[src/rtl/dmem_arbiter_if.sv]
`default_nettype none
// ============================================================================
//  Module   : dmem_arbiter_if
//  Purpose  : Requester-side and memory-side bundle for the dmem arbiter.
//  Revision : 1.0 - initial release
// ============================================================================
interface dmem_arbiter_if;
    logic [1:0]  req;
    logic [1:0]  lock;
    logic [1:0]  wr;
    logic [11:0] addr0;
    logic [11:0] addr1;
    logic [31:0] wdata0;
    logic [31:0] wdata1;
    logic [1:0]  gnt;
    logic [1:0]  rvalid;
    logic [31:0] rdata;
    logic [11:0] address_dmem;
    logic [31:0] data;
    logic        wren;
    logic [31:0] q_dmem;

    modport slave (
        input  req, lock, wr, addr0, addr1, wdata0, wdata1, q_dmem,
        output gnt, rvalid, rdata, address_dmem, data, wren
    );

    modport master (
        output req, lock, wr, addr0, addr1, wdata0, wdata1, q_dmem,
        input  gnt, rvalid, rdata, address_dmem, data, wren
    );
endinterface
`default_nettype wire

[src/rtl/dmem_arbiter.sv]
`default_nettype none
// ============================================================================
//  Module   : dmem_arbiter
//  Purpose  : Round-robin arbiter with bounded lock sharing one synchronous
//             data memory between the processor (0) and debug port (1).
//  Revision : 1.0 - initial release
// ============================================================================
module dmem_arbiter #(
    parameter int READ_LAT  = 1,
    parameter int MAX_BURST = 8
) (
    input  logic           clk,
    input  logic           rst,
    dmem_arbiter_if.slave  bus
);

    localparam logic [7:0] c_max_burst = 8'(MAX_BURST);
    localparam logic [7:0] c_burst_sat = 8'hFF;

    logic                r_last_winner;
    logic [7:0]          r_burst_cnt;
    logic                r_prev_gnt;
    logic                r_prev_lock;
    logic [11:0]         r_addr;
    logic [31:0]         r_data;
    logic [READ_LAT-1:0] r_pipe_vld;
    logic [READ_LAT-1:0] r_pipe_id;

    logic                w_lock_on;
    logic                w_any;
    logic                w_win;
    logic [11:0]         w_addr;
    logic [31:0]         w_data;

    // Lock only survives back-to-back grants; any idle cycle clears r_prev_gnt.
    always_comb begin
        w_lock_on = r_prev_gnt && r_prev_lock && bus.req[r_last_winner]
                    && (r_burst_cnt < c_max_burst);
        w_any     = 1'b0;
        w_win     = 1'b0;
        if (!rst) begin
            case (bus.req)
                2'b01: begin
                    w_any = 1'b1;
                    w_win = 1'b0;
                end
                2'b10: begin
                    w_any = 1'b1;
                    w_win = 1'b1;
                end
                2'b11: begin
                    w_any = 1'b1;
                    w_win = w_lock_on ? r_last_winner : ~r_last_winner;
                end
                default: begin
                    w_any = 1'b0;
                    w_win = 1'b0;
                end
            endcase
        end
    end

    assign w_addr           = w_win ? bus.addr1  : bus.addr0;
    assign w_data           = w_win ? bus.wdata1 : bus.wdata0;
    assign bus.gnt          = {w_any & w_win, w_any & ~w_win};
    assign bus.wren         = w_any & bus.wr[w_win];
    assign bus.address_dmem = w_any ? w_addr : r_addr;
    assign bus.data         = w_any ? w_data : r_data;

    always_ff @(posedge clk) begin
        if (rst) begin
            r_last_winner <= 1'b1;
            r_burst_cnt   <= 8'd0;
            r_prev_gnt    <= 1'b0;
            r_prev_lock   <= 1'b0;
            r_addr        <= 12'd0;
            r_data        <= 32'd0;
        end else begin
            if (w_any) begin
                r_last_winner <= w_win;
                r_prev_lock   <= bus.lock[w_win];
                r_addr        <= w_addr;
                r_data        <= w_data;
                if (r_prev_gnt && (w_win == r_last_winner)) begin
                    if (r_burst_cnt != c_burst_sat) begin
                        r_burst_cnt <= r_burst_cnt + 8'd1;
                    end
                end else begin
                    r_burst_cnt <= 8'd1;
                end
            end
            r_prev_gnt <= w_any;
        end
    end

    // Read tags travel alongside the memory's own read pipeline.
    always_ff @(posedge clk) begin
        if (rst) begin
            r_pipe_vld <= '0;
            r_pipe_id  <= '0;
        end else begin
            r_pipe_vld[0] <= w_any & ~bus.wr[w_win];
            r_pipe_id[0]  <= w_win;
            for (int i = 1; i < READ_LAT; i++) begin
                r_pipe_vld[i] <= r_pipe_vld[i-1];
                r_pipe_id[i]  <= r_pipe_id[i-1];
            end
        end
    end

    assign bus.rvalid = {r_pipe_vld[READ_LAT-1] &  r_pipe_id[READ_LAT-1],
                         r_pipe_vld[READ_LAT-1] & ~r_pipe_id[READ_LAT-1]};
    assign bus.rdata  = bus.q_dmem;

endmodule
`default_nettype wire
[src/flat_wrapper.sv]
// flat-port wrapper written by rule: the top's interface ports become plain ports
module dmem_arbiter_flat 
#(
    parameter int READ_LAT  = 1,
    parameter int MAX_BURST = 8
)
  (clk, rst, bus_req, bus_lock, bus_wr, bus_addr0, bus_addr1, bus_wdata0, bus_wdata1, bus_q_dmem, bus_gnt, bus_rvalid, bus_rdata, bus_address_dmem, bus_data, bus_wren);
  dmem_arbiter_if bus_i ();
  input  logic clk;
  input  logic rst;
  input wire logic [$bits(bus_i.req)-1:0] bus_req;
  input wire logic [$bits(bus_i.lock)-1:0] bus_lock;
  input wire logic [$bits(bus_i.wr)-1:0] bus_wr;
  input wire logic [$bits(bus_i.addr0)-1:0] bus_addr0;
  input wire logic [$bits(bus_i.addr1)-1:0] bus_addr1;
  input wire logic [$bits(bus_i.wdata0)-1:0] bus_wdata0;
  input wire logic [$bits(bus_i.wdata1)-1:0] bus_wdata1;
  input wire logic [$bits(bus_i.q_dmem)-1:0] bus_q_dmem;
  output wire logic [$bits(bus_i.gnt)-1:0] bus_gnt;
  output wire logic [$bits(bus_i.rvalid)-1:0] bus_rvalid;
  output wire logic [$bits(bus_i.rdata)-1:0] bus_rdata;
  output wire logic [$bits(bus_i.address_dmem)-1:0] bus_address_dmem;
  output wire logic [$bits(bus_i.data)-1:0] bus_data;
  output wire logic [$bits(bus_i.wren)-1:0] bus_wren;
  assign bus_i.req = bus_req;
  assign bus_i.lock = bus_lock;
  assign bus_i.wr = bus_wr;
  assign bus_i.addr0 = bus_addr0;
  assign bus_i.addr1 = bus_addr1;
  assign bus_i.wdata0 = bus_wdata0;
  assign bus_i.wdata1 = bus_wdata1;
  assign bus_i.q_dmem = bus_q_dmem;
  assign bus_gnt = bus_i.gnt;
  assign bus_rvalid = bus_i.rvalid;
  assign bus_rdata = bus_i.rdata;
  assign bus_address_dmem = bus_i.address_dmem;
  assign bus_data = bus_i.data;
  assign bus_wren = bus_i.wren;
  dmem_arbiter #(.READ_LAT(READ_LAT), .MAX_BURST(MAX_BURST)) u_core (.clk(clk), .rst(rst), .bus(bus_i));
endmodule
[config.mk]
export PLATFORM = sky130hd
export DESIGN_NAME = dmem_arbiter_flat
export DESIGN_NICKNAME = d
export VERILOG_FILES = /design/src/rtl/dmem_arbiter_if.sv /design/src/rtl/dmem_arbiter.sv /design/src/flat_wrapper.sv
export SDC_FILE = /design/constraint.sdc
export NUM_CORES = 1
export LEC_CHECK = 0
export ABC_AREA = 1
export BUFFER_PORTS_ARGS = -buffer_cell sky130_fd_sc_hd__clkbuf_2
export CORE_MARGIN = 3
export CORE_UTILIZATION = 44
export CTS_BUF_LIST = sky130_fd_sc_hd__clkbuf_8
export CTS_CLUSTER_SIZE = 40
export DETAILED_ROUTE_END_ITERATION = 8
export GPL_TIMING_DRIVEN = 1
export PLACE_DENSITY = 0.89
export SYNTH_ARGS = -nofsm -noshare
export SYNTH_HDL_FRONTEND = slang
export SYNTH_SLANG_ARGS = --single-unit
[constraint.sdc]
create_clock -name clk -period 2 [get_ports clk]
set_input_delay 0.2 -clock clk [delete_from_list [all_inputs] [get_ports clk]]
set_output_delay 0.2 -clock clk [all_outputs]
set_load 0.02 [all_outputs]
==> results by group, run 1 <==
Outcome
  – Outcome: complete, but fails checks
  – Failing checks: negative setup slack

Timing
  – Worst Tran Pin Value: 687.7 ps
  – Final worst-path cycle share: 1.078
  – Remaining max-slew budget at the tightest pin: 0.5416
  – Max Clk Rate: 464.0 MHz
  – Min cycle time layout: 2155 ps
  – RSZ-0062 raised after global routing: true
  – Post-route clock skew: 7.191 ps
  – Final slew viol count: 0
  – Hold violation count in the final report: 0
  – Setup-failing EPs final: 45
  – Worst Hold Margin: 128.3 ps
  – Least setup slack across all paths after layout: -155.3 ps

Detailed routing
  – Starting DRC count in detailed routing: 247
  – Average detailed-routed wire length per instance: 16.56 microns
  – DR vias: 3,556
  – Number of search-and-repair iterations in the first detailed-routing pass: 6
  – DR DRC count: 0
  – Per-cell via count in the routed design: 5.404
  – Routed Antenna Nets: 0
  – Overall routed net length: 10,900 microns

Setup path
  – Data required time of the worst path: 1800 ps
  – Register-to-Register Setup Slack: 90 ps
  – Largest fanout on the critical path: 9
  – Critical path launch point type: register
  – Cell-by-cell listing of the critical path: nor2_2 -> nand2_1 -> nor2_2 -> nand3_2 -> nand3_4 -> nand2_4 -> inv_8 -> buf_16 -> nand2_2 -> nand3_1 -> clkbuf_2
  – CP peak stage delay: 320 ps
  – Cell with the largest stage delay on the worst path: sky130_fd_sc_hd__dfxtp_2
  – Sum of buffers and inverters on the critical path: 3
  – Most Frequent Cell on Critical Path: sky130_fd_sc_hd__nor2_2
  – R2R depth: 13
  – Kind of critical path: reg2out
  – Critical R2R Launch: u_core.r_burst_cnt[0]
  – Kind of end point of the critical path: output pin
  – Reg-to-reg endpoint: u_core.r_burst_cnt[4]
  – Data arrival time of the critical path: 1960 ps
  – Cell family with most CP delay: simple AND/OR/NAND/NOR gates

CTS
  – Clock sink count: 57
  – CTS tree: done
  – Number of buffers created by CTS: 9
  – H-tree levels: 3
  – Clk root buf: sky130_fd_sc_hd__clkbuf_8
  – Clock transition time at the flip-flop clock pins of the worst setup and hold paths: 70 ps
  – Number of buffers on the longest clock path: 2
  – Clock latency reported for the late side of the worst-skew pair: 330 ps

Final layout
  – Fraction of final layout cells with drive strength greater than 1: 0.5480
  – Final Util: 0.7012
  – Count of fill cells added during filler insertion: 544
  – Area growth, synth to finish: 48.90%
  – Antenna fix cells: 0
  – Finished Layout Cells: 658
  – Post-Layout Inst Area: 0.004922 sq mm
  – Number of nets in the layout: 687

Logic synthesis
  – Share of the yosys chip area belonging to registers: 0.3452
  – Post-synthesis cell count: 435
  – Number of different library cells in the post-synthesis netlist: 27
  – Register bit total from synthesis: 57
  – Post-Synthesis Net Count: 564
  – Total of warnings raised by yosys: 0
  – Cell Area, Synth: 0.003306 sq mm
  – Synthesized area per cell: 7.599 sq um

Die
  – Site Rows: 30
  – Area inside the core boundary: 0.007019 sq mm
  – Area of the die: 0.008589 sq mm
  – Ports: 209
  – Starting Density: 0.4709
  – Vertical die dimension: 92.68 microns
  – Horizontal die dimension: 92.68 microns

Placed design
  – Port bufs: 144
  – DP Cell Count: 631
  – Final estimated routing congestion in global placement: 0.8252
  – Placed wire-length estimate after detailed placement: 6472 microns
  – Cell area after placement: 0.003846 sq mm

Min path
  – Hold Path Cell Cnt: 3
  – Hold path start: bus_wdata0[26]
  – End of the worst hold path: u_core.r_data[26]
  – Path class of the lowest-slack min-delay path: in2reg

GRT
  – Total grt overflow: 0
  – Wire length of the first global-routing pass: 16,750 microns
  – Antenna violations before repair: 0
  – GRT Util Overall: 0.2421
  – Number of global-route vias before repair: 3,679
  – Largest net degree at the start of global routing: 50

Job
  – Maximum capacitance violations: 0

Power and ir drop
  – Peak supply drop: 414.4 uV
  – Final total power: 0.003333 W
  – Static power due to leakage: 2.545 nW
  – Cell area power density: 677.1 mW/mm^2
how the worst max path moves through the flow:
stage / start / to / cells past startpoint
2_1_floorplan: u_core.r_burst_cnt[5] / bus_wren / 10
3_3_place_gp: u_core.r_burst_cnt[5] / bus_address_dmem[11] / 11
3_5_place_dp: u_core.r_burst_cnt[5] / bus_address_dmem[1] / 11
4_1_cts: u_core.r_burst_cnt[6] / bus_address_dmem[1] / 12
5_1_grt: u_core.r_burst_cnt[3] / bus_data[29] / 11
6_report: u_core.r_burst_cnt[3] / bus_data[29] / 11
registers in the layout, indices dropped and copies added (netlist names):
register,cells
u_core.r_prev_gnt,1
u_core.r_pipe_vld,1
u_core.r_prev_lock,1
u_core.r_addr,12
u_core.r_pipe_id,1
u_core.r_burst_cnt,8
u_core.r_last_winner,1
u_core.r_data,32
cell families (layout without fill, tap and decap cells):
logic type | after synthesis | after routing | synth area share
adders and majority gates | 1 | 1 | 0.003784
buffers and inverters | 75 | 202 | 0.1510
and+or+nand+nor | 242 | 242 | 0.3463
xor gates and xnor gates | 3 | 3 | 0.007950
AOI/OAI and AO/OA | 57 | 57 | 0.1457
DFF | 57 | 57 | 0.3452
synthesized netlist by cell type (all sizes together):
cell,count,area (sq um)
a21oi,7,35.03
inv,22,82.57
o21ai,3,15.01
clkbuf,8,31.28
xor2,2,17.52
dfxtp,57,1141
xnor2,1,8.760
nand2,165,767.0
or2,1,6.260
nand3,57,290.3
nor2,16,62.56
a31oi,47,431.7
nand4,3,18.77
buf,45,385.4
ha,1,12.51
layout make-up:
class,instances,area (sq um),share of cell area
inverter,22,102.6,0.02084
multi-input combinational,303,2038,0.4141
timing repair buffer,165,1334,0.2710
tap,96,120.1,0.02440
sequential,57,1147,0.2331
clock buffer,12,165.2,0.03355
clock inverter,3,15.01,0.003050
where the power goes:
part	total, W	internal [W]	switching (W)
clock	0.000995	0.000538	0.000457
combinational	0.00109	0.000490	0.000600
sequential	0.00125	0.00122	0.0000305
total	0.00333	0.00224	0.00109
worst min-delay path, stage by stage:
cell and delay [ps]:
sky130_fd_sc_hd__clkbuf_2 90, sky130_fd_sc_hd__nand2_2 60, sky130_fd_sc_hd__a31oi_1 60
routing by layer:
layer | global-route usage | part of all wire
met2 | 0.4260 | 0.52
met3 | 0.05768 | 0.067
met1 | 0.2647 | 0.37
met4 | 0.1392 | 0.044
met5 | 0 | 0
layout by cell type (no fill, tap or decap), drive strengths merged:
cell type    n
clkbuf     142
inv         21
or2          1
nand2      165
nand4        3
xor2         2
ha           1
xnor2        1
nand3       57
a31oi       47
buf         35
o21ai        3
dfxtp       57
a21oi        7
clkinv       4
nor2        16
what timing repair did:
item	in CTS	in global routing
hold buffers	0	0
setup buffers	5	2
cloned	3	2
pin swaps	5	7
setup endpoints to repair	47	54
resized for setup	144	48
stage by stage:
step	setup slack [ps]	setup TNS [ps]
global route	-283.1	-11310
floorplan	247.0	0
finish	-155.3	-5448
global placement	170.2	0
CTS	-114.2	-4321
detailed placement	116.3	0
No activity file was read; power rests on OpenSTA's default activity.
==> inputs of run 2 (changes only) <==
- BUFFER_PORTS_ARGS: -buffer_cell sky130_fd_sc_hd__clkbuf_2 -> -buffer_cell sky130_fd_sc_hd__buf_2
==> run 2 against run 1 <==
Compared with the run above: critical path depth fell by 1; power rose by 2.6%; largest power group unchanged; non-clock buffer count did not move; register-to-register slack improved by 30 ps; count of clock-buffer cells in the layout fell by 1; via count fell by 0.25%; the run still ends with negative setup slack left; highest routed layer unchanged.
==> results by group, run 2 (synthesis gave the netlist of run 1 again) <==
Setup path
  – Largest fanout on the critical path: 9
  – Data required time of the worst path: 1800 ps
  – Data arrival time of the critical path: 1950 ps
  – Most Frequent Cell on Critical Path: sky130_fd_sc_hd__nand2_4
  – Critical path launch point type: register
  – Kind of end point of the critical path: output pin
  – Kind of critical path: reg2out
  – CP peak stage delay: 350 ps
  – Cell-by-cell listing of the critical path: o21ai_1 -> nand2_1 -> nand2_2 -> nand3_4 -> nand2_4 -> inv_8 -> buf_12 -> nand2_4 -> nand3_2 -> buf_6
  – Cell with the largest stage delay on the worst path: sky130_fd_sc_hd__dfxtp_2

CTS
  – Number of buffers on the longest clock path: 2
  – Clock latency reported for the late side of the worst-skew pair: 330 ps
  – H-tree levels: 3
  – CTS tree: done
  – Number of buffers created by CTS: 9
  – Clock transition time at the flip-flop clock pins of the worst setup and hold paths: 70 ps
  – Clock sink count: 57
  – Hold buffer count at cts: 0
  – Clk root buf: sky130_fd_sc_hd__clkbuf_8

Die
  – Vertical die dimension: 92.68 microns
  – Site Rows: 30
  – Area of the die: 0.008589 sq mm
  – Ports: 209
  – Horizontal die dimension: 92.68 microns
  – Area inside the core boundary: 0.007019 sq mm
  – Starting Density: 0.4709

GRT
  – Antenna violations before repair: 0
  – Number of global-route vias before repair: 3,437
  – Wire length of the first global-routing pass: 15,430 microns
  – Largest net degree at the start of global routing: 50
  – Total grt overflow: 0
  – GRT Util Overall: 0.2218

Final layout
  – Antenna fix cells: 0
  – Number of nets in the layout: 687
  – Top library cells by usage in the layout, fill and taps aside: sky130_fd_sc_hd__nand2_1 (103), sky130_fd_sc_hd__buf_2 (99), sky130_fd_sc_hd__dfxtp_1 (53)
  – Area growth, synth to finish: 50.42%
  – Post-Layout Inst Area: 0.004972 sq mm
  – Most common library cell in the layout ignoring fill and taps: sky130_fd_sc_hd__nand2_1
  – Largest registers: u_core.r_data x32, u_core.r_addr x12, u_core.r_burst_cnt x8
  – Fraction of final layout cells with drive strength greater than 1: 0.5623
  – Number of flip-flops under the largest register name: 32
  – Top reg by flops: u_core.r_data

Placed design
  – Placed wire-length estimate after detailed placement: 6266 microns
  – Cell area after placement: 0.003839 sq mm
  – Final estimated routing congestion in global placement: 0.8414
  – Port bufs: 144

Outcome
  – Failing checks: negative setup slack
  – Outcome: complete, but fails checks

Detailed routing
  – Routed Antenna Nets: 0
  – Overall routed net length: 10,860 microns
  – Number of search-and-repair iterations in the first detailed-routing pass: 5
  – DR vias: 3,547
  – Starting DRC count in detailed routing: 223
  – Average detailed-routed wire length per instance: 16.51 microns
  – DR DRC count: 0
  – Per-cell via count in the routed design: 5.391

Min path
  – Path class of the lowest-slack min-delay path: in2reg

Timing
  – Setup-failing EPs final: 45
  – Min cycle time layout: 2149 ps
  – Worst Tran Pin Value: 663.4 ps
  – Max Clk Rate: 465.4 MHz
  – Least setup slack across all paths after layout: -148.5 ps
  – Remaining max-slew budget at the tightest pin: 0.5577
  – Final slew viol count: 0
  – Hold violation count in the final report: 0
  – Final total negative setup slack: -5042 ps
  – Post-route clock skew: 8.425 ps
  – RSZ-0062 raised after global routing: true
  – Final worst-path cycle share: 1.074

Job
  – Maximum capacitance violations: 0

Power and ir drop
  – Static power due to leakage: 2.560 nW
  – Peak supply drop: 439.2 uV
  – Cell area power density: 687.9 mW/mm^2
-- run 2: cell count changes in the layout (fill, tap and decap cells not counted), moves of 3 or more --
cell	delta
sky130_fd_sc_hd__buf_8	-5
sky130_fd_sc_hd__clkbuf_8	-21
sky130_fd_sc_hd__clkbuf_4	-3
sky130_fd_sc_hd__nand3_1	-8
sky130_fd_sc_hd__buf_2	+96
sky130_fd_sc_hd__buf_6	+35
sky130_fd_sc_hd__clkbuf_2	-105
sky130_fd_sc_hd__nand3_2	+8
sky130_fd_sc_hd__nand2_2	+3
sky130_fd_sc_hd__nand2_1	-3
-- run 2: power by group --
part           total [W]  switching (W)  internal, W  leakage (nW)
Clock            0.00107       0.000440     0.000627         0.106
Combinational    0.00111       0.000610     0.000498          1.98
Sequential       0.00125      0.0000297      0.00122         0.471
Total            0.00342        0.00108      0.00234          2.56
-- run 2: path summary, 6_finish.rpt --
kind                                             from               endpoint  cells past startpoint  slack [ps]
worst max-delay path             u_core.r_last_winner   bus_address_dmem[11]                     10        -150
worst min-delay path                        bus_wr[1]      u_core.r_pipe_vld                      4         150
worst min register to register  u_core.r_burst_cnt[2]  u_core.r_burst_cnt[2]                      2         470
worst max register to register  u_core.r_burst_cnt[0]  u_core.r_burst_cnt[4]                     13         120
-- run 2: routing by layer --
layer	track usage	vias up	wire length, microns
li1	-	1660	-
met1	0.2300	1655	3828
met2	0.4085	185	5815
met3	0.04955	47	802
met4	0.1258	0	415
met5	0	-	0
-- run 2: area by class of cell --
type                    instances  area, sq um
multi-input cells             303         2083
fillers                       491         2047
repair buffers                165         1323
flip-flops and latches         57         1149
clock buffers                  11        151.4
well taps                      96        120.1
inverters                      22        102.6
clock inverters                 4        43.79
-- run 2: critical path, delay by kind of cell, from the launching register on --
| kind | cells | cell delay (ps) |
|---|---|---|
| AO/OA/AOI/OAI | 1 | 250 |
| buffers and inverters | 3 | 370 |
| AND/OR/NAND/NOR | 6 | 650 |
| flip-flops | 1 | 350 |
-- run 2: per-stage QoR --
stage / util / total power, W / setup slack [ps] / hold slack [ps] / std cells
finish: 0.7084 / 0.003421 / -148.5 / 153.5 / 658
global route: 0.7084 / 0.003553 / -273.5 / 151.0 / 658
CTS: 0.6503 / 0.003287 / -136.5 / 119.6 / 653
detailed placement: 0.5469 / 0.002036 / 84.03 / 400.1 / 630
global placement: 0.5469 / 0.002015 / 186.0 / 400.1 / 630
floorplan: - / 0.001863 / 247.0 / 358.9 / 435
-- run 2: repair_timing --
item,in CTS,in global routing
setup endpoints to repair,47,51
gates resized for setup,125,80
gates cloned,2,3
pin swaps,3,5
setup buffers,6,2
==> inputs of run 3 (changes only) <==
- CORE_UTILIZATION: 44 -> 43
- CTS_BUF_LIST: sky130_fd_sc_hd__clkbuf_8 -> not set
- PLACE_DENSITY: 0.89 -> 0.88
==> run 3 against run 2 <==
Compared with the run above: the flow still finishes with violations (negative setup slack); critical endpoint is now bus_address_dmem[1]; count of clock-buffer cells in the layout unchanged; largest power group unchanged; global-route usage increased by 0.13 points; critical path type unchanged; die area increased by 2.2%; non-clock buffer count rose by 13; sequential share of layout area is 2.1 points lower; register-to-register slack lost 90 ps; sequential power about the same.
==> results by group, run 3 (synthesis gave the netlist of run 1 again) <==
Outcome
  – Outcome: complete, but fails checks
  – Failing checks: negative setup slack

Min path
  – Hold path start: bus_lock[1]
  – Path class of the lowest-slack min-delay path: in2reg
  – End of the worst hold path: u_core.r_prev_lock
  – Hold Path Cell Cnt: 3

Detailed routing
  – Number of search-and-repair iterations in the first detailed-routing pass: 6
  – Overall routed net length: 12,470 microns
  – DR DRC count: 0
  – Starting DRC count in detailed routing: 195
  – DR vias: 3,751
  – Routed Antenna Nets: 0
  – Per-cell via count in the routed design: 5.549
  – Average detailed-routed wire length per instance: 18.45 microns

Timing
  – Least setup slack across all paths after layout: -239.6 ps
  – RSZ-0062 raised after global routing: true
  – Remaining max-slew budget at the tightest pin: 0.5444
  – Setup-failing EPs final: 47
  – Post-route clock skew: 10.49 ps
  – Min cycle time layout: 2240 ps
  – Final worst-path cycle share: 1.120
  – Worst Tran Pin Value: 683.3 ps
  – Hold violation count in the final report: 0
  – Max Clk Rate: 446.5 MHz
  – Worst Hold Margin: 146.4 ps
  – Final slew viol count: 0

CTS
  – Clock sink count: 57
  – Clock transition time at the flip-flop clock pins of the worst setup and hold paths: 70 ps
  – Hold buffer count at cts: 0
  – Number of buffers created by CTS: 9
  – CTS tree: done
  – Number of buffers on the longest clock path: 2
  – Clk root buf: sky130_fd_sc_hd__clkbuf_8
  – Clock latency reported for the late side of the worst-skew pair: 340 ps
  – H-tree levels: 3

Setup path
  – Critical path launch point type: register
  – Reg-to-reg endpoint: u_core.r_burst_cnt[4]
  – Cell-by-cell listing of the critical path: nor2_2 -> nand2_1 -> nor2_2 -> nand2_1 -> nand2_2 -> nand3_4 -> nand2_4 -> clkinv_8 -> clkbuf_16 -> nand2_2 -> nand3_1 -> buf_2
  – Cell with the largest stage delay on the worst path: sky130_fd_sc_hd__dfxtp_2
  – Largest fanout on the critical path: 7
  – Data required time of the worst path: 1800 ps
  – Cell family with most CP delay: simple AND/OR/NAND/NOR gates
  – Kind of critical path: reg2out
  – Sum of buffers and inverters on the critical path: 3
  – Critical R2R Launch: u_core.r_burst_cnt[0]
  – Kind of end point of the critical path: output pin
  – R2R depth: 13
  – CP peak stage delay: 330 ps
  – Data arrival time of the critical path: 2040 ps
  – Register-to-Register Setup Slack: 30 ps

Power and ir drop
  – P_sw: 0.001193 W
  – Static power due to leakage: 2.863 nW
  – Internal power: 0.002543 W
  – Comb power frac: 0.332
  – Final total power: 0.003736 W
  – Cell area power density: 682.9 mW/mm^2
  – Switching part of the total power: 0.3194
  – Peak supply drop: 517.7 uV
  – Clock Power Share: 0.333
  – Register share of total power: 0.335

Die
  – Ports: 209
  – Area inside the core boundary: 0.007370 sq mm
  – Area of the die: 0.008776 sq mm
  – Vertical die dimension: 93.68 microns
  – Site Rows: 31
  – Starting Density: 0.4486
  – Horizontal die dimension: 93.68 microns

GRT
  – Antenna violations before repair: 1
  – Wire length of the first global-routing pass: 15,640 microns
  – Number of global-route vias before repair: 3,498
  – Total grt overflow: 0
  – GRT Util Overall: 0.2231
  – Largest net degree at the start of global routing: 50

Final layout
  – Post-Layout Inst Area: 0.005472 sq mm
  – Largest registers: u_core.r_data x32, u_core.r_addr x12, u_core.r_burst_cnt x8
  – Number of flip-flops under the largest register name: 32
  – Top reg by flops: u_core.r_data
  – Area growth, synth to finish: 65.52%
  – Most common library cell in the layout ignoring fill and taps: sky130_fd_sc_hd__buf_2
  – Top library cells by usage in the layout, fill and taps aside: sky130_fd_sc_hd__buf_2 (98), sky130_fd_sc_hd__nand2_1 (76), sky130_fd_sc_hd__nand2_4 (57)
  – Fraction of final layout cells with drive strength greater than 1: 0.6372
  – Number of nets in the layout: 700

Placed design
  – Pre-CTS setup slack: 105.0 ps
  – Port bufs: 144
  – Placed wire-length estimate after detailed placement: 6194 microns
  – Final estimated routing congestion in global placement: 0.7923
  – Cell area after placement: 0.003835 sq mm

Job
  – Maximum capacitance violations: 0
[run 3: repair_timing]
action	4_1_cts	5_1_grt
cloned	6	4
setup buffers	8	9
pin swaps	6	18
resized for setup	92	179
hold endpoints to repair	0	0
setup endpoints to repair	46	51
[run 3: worst register-to-register path: stages, from the launching register on]
cell and delay [ps]:
sky130_fd_sc_hd__dfxtp_1 380, sky130_fd_sc_hd__ha_1 190, sky130_fd_sc_hd__nand2_1 60, sky130_fd_sc_hd__inv_1 60, sky130_fd_sc_hd__nand2_1 70, sky130_fd_sc_hd__nor2_1 150
sky130_fd_sc_hd__nand2_1 100, sky130_fd_sc_hd__nor2_1 160, sky130_fd_sc_hd__nand2_1 170, sky130_fd_sc_hd__nand2_4 140, sky130_fd_sc_hd__inv_1 100, sky130_fd_sc_hd__nand2_1 80
sky130_fd_sc_hd__nand3_1 80, sky130_fd_sc_hd__a21oi_1 150
[run 3: area by class of cell]
cell class                      count  area [sq um]
Antenna cell                        1         2.502
Multi-Input combinational cell    303          2322
Timing Repair Buffer              178          1540
Clock inverter                      5         77.57
Fill cell                         487          1898
Clock buffer                       11         151.4
Inverter                           22         102.6
Sequential cell                    57          1151
Tap cell                           99         123.9
[run 3: power by group through the flow]
stage               clock network (W)  registers, W  logic (W)
CTS                           0.00124       0.00125   0.000943
detailed placement                  0       0.00127   0.000765
finish                        0.00125       0.00125    0.00124
floorplan                           0       0.00126   0.000600
global placement                    0       0.00127   0.000746
global route                  0.00130       0.00126    0.00131
[run 3: worst max path at each step]
stage / from / endpoint / depth (start not counted) / slack, ps
floorplan: u_core.r_burst_cnt[5] / bus_wren / 10 / 250
global placement: u_core.r_burst_cnt[5] / bus_address_dmem[4] / 11 / 180
detailed placement: u_core.r_last_winner / bus_address_dmem[4] / 10 / 100
CTS: u_core.r_burst_cnt[4] / bus_address_dmem[2] / 12 / -180
global route: u_core.r_burst_cnt[4] / bus_address_dmem[1] / 12 / -300
finish: u_core.r_burst_cnt[4] / bus_address_dmem[1] / 12 / -240
[run 3: metrics by stage]
step,instances,TNS [ps],util
floorplan,435,0,-
global placement,632,0,0.5204
detailed placement,632,0,0.5204
CTS,662,-6770,0.6222
global route,676,-11550,0.7424
finish,676,-8382,0.7424
[run 3: metal layers]
layer  vias to the layer above  GRT usage  share of wire
li1                       1694          -              -
met4                         0     0.1047          0.039
met2                       222     0.4205           0.54
met1                      1783     0.2354           0.34
met5                         -          0              0
met3                        52    0.04247          0.071
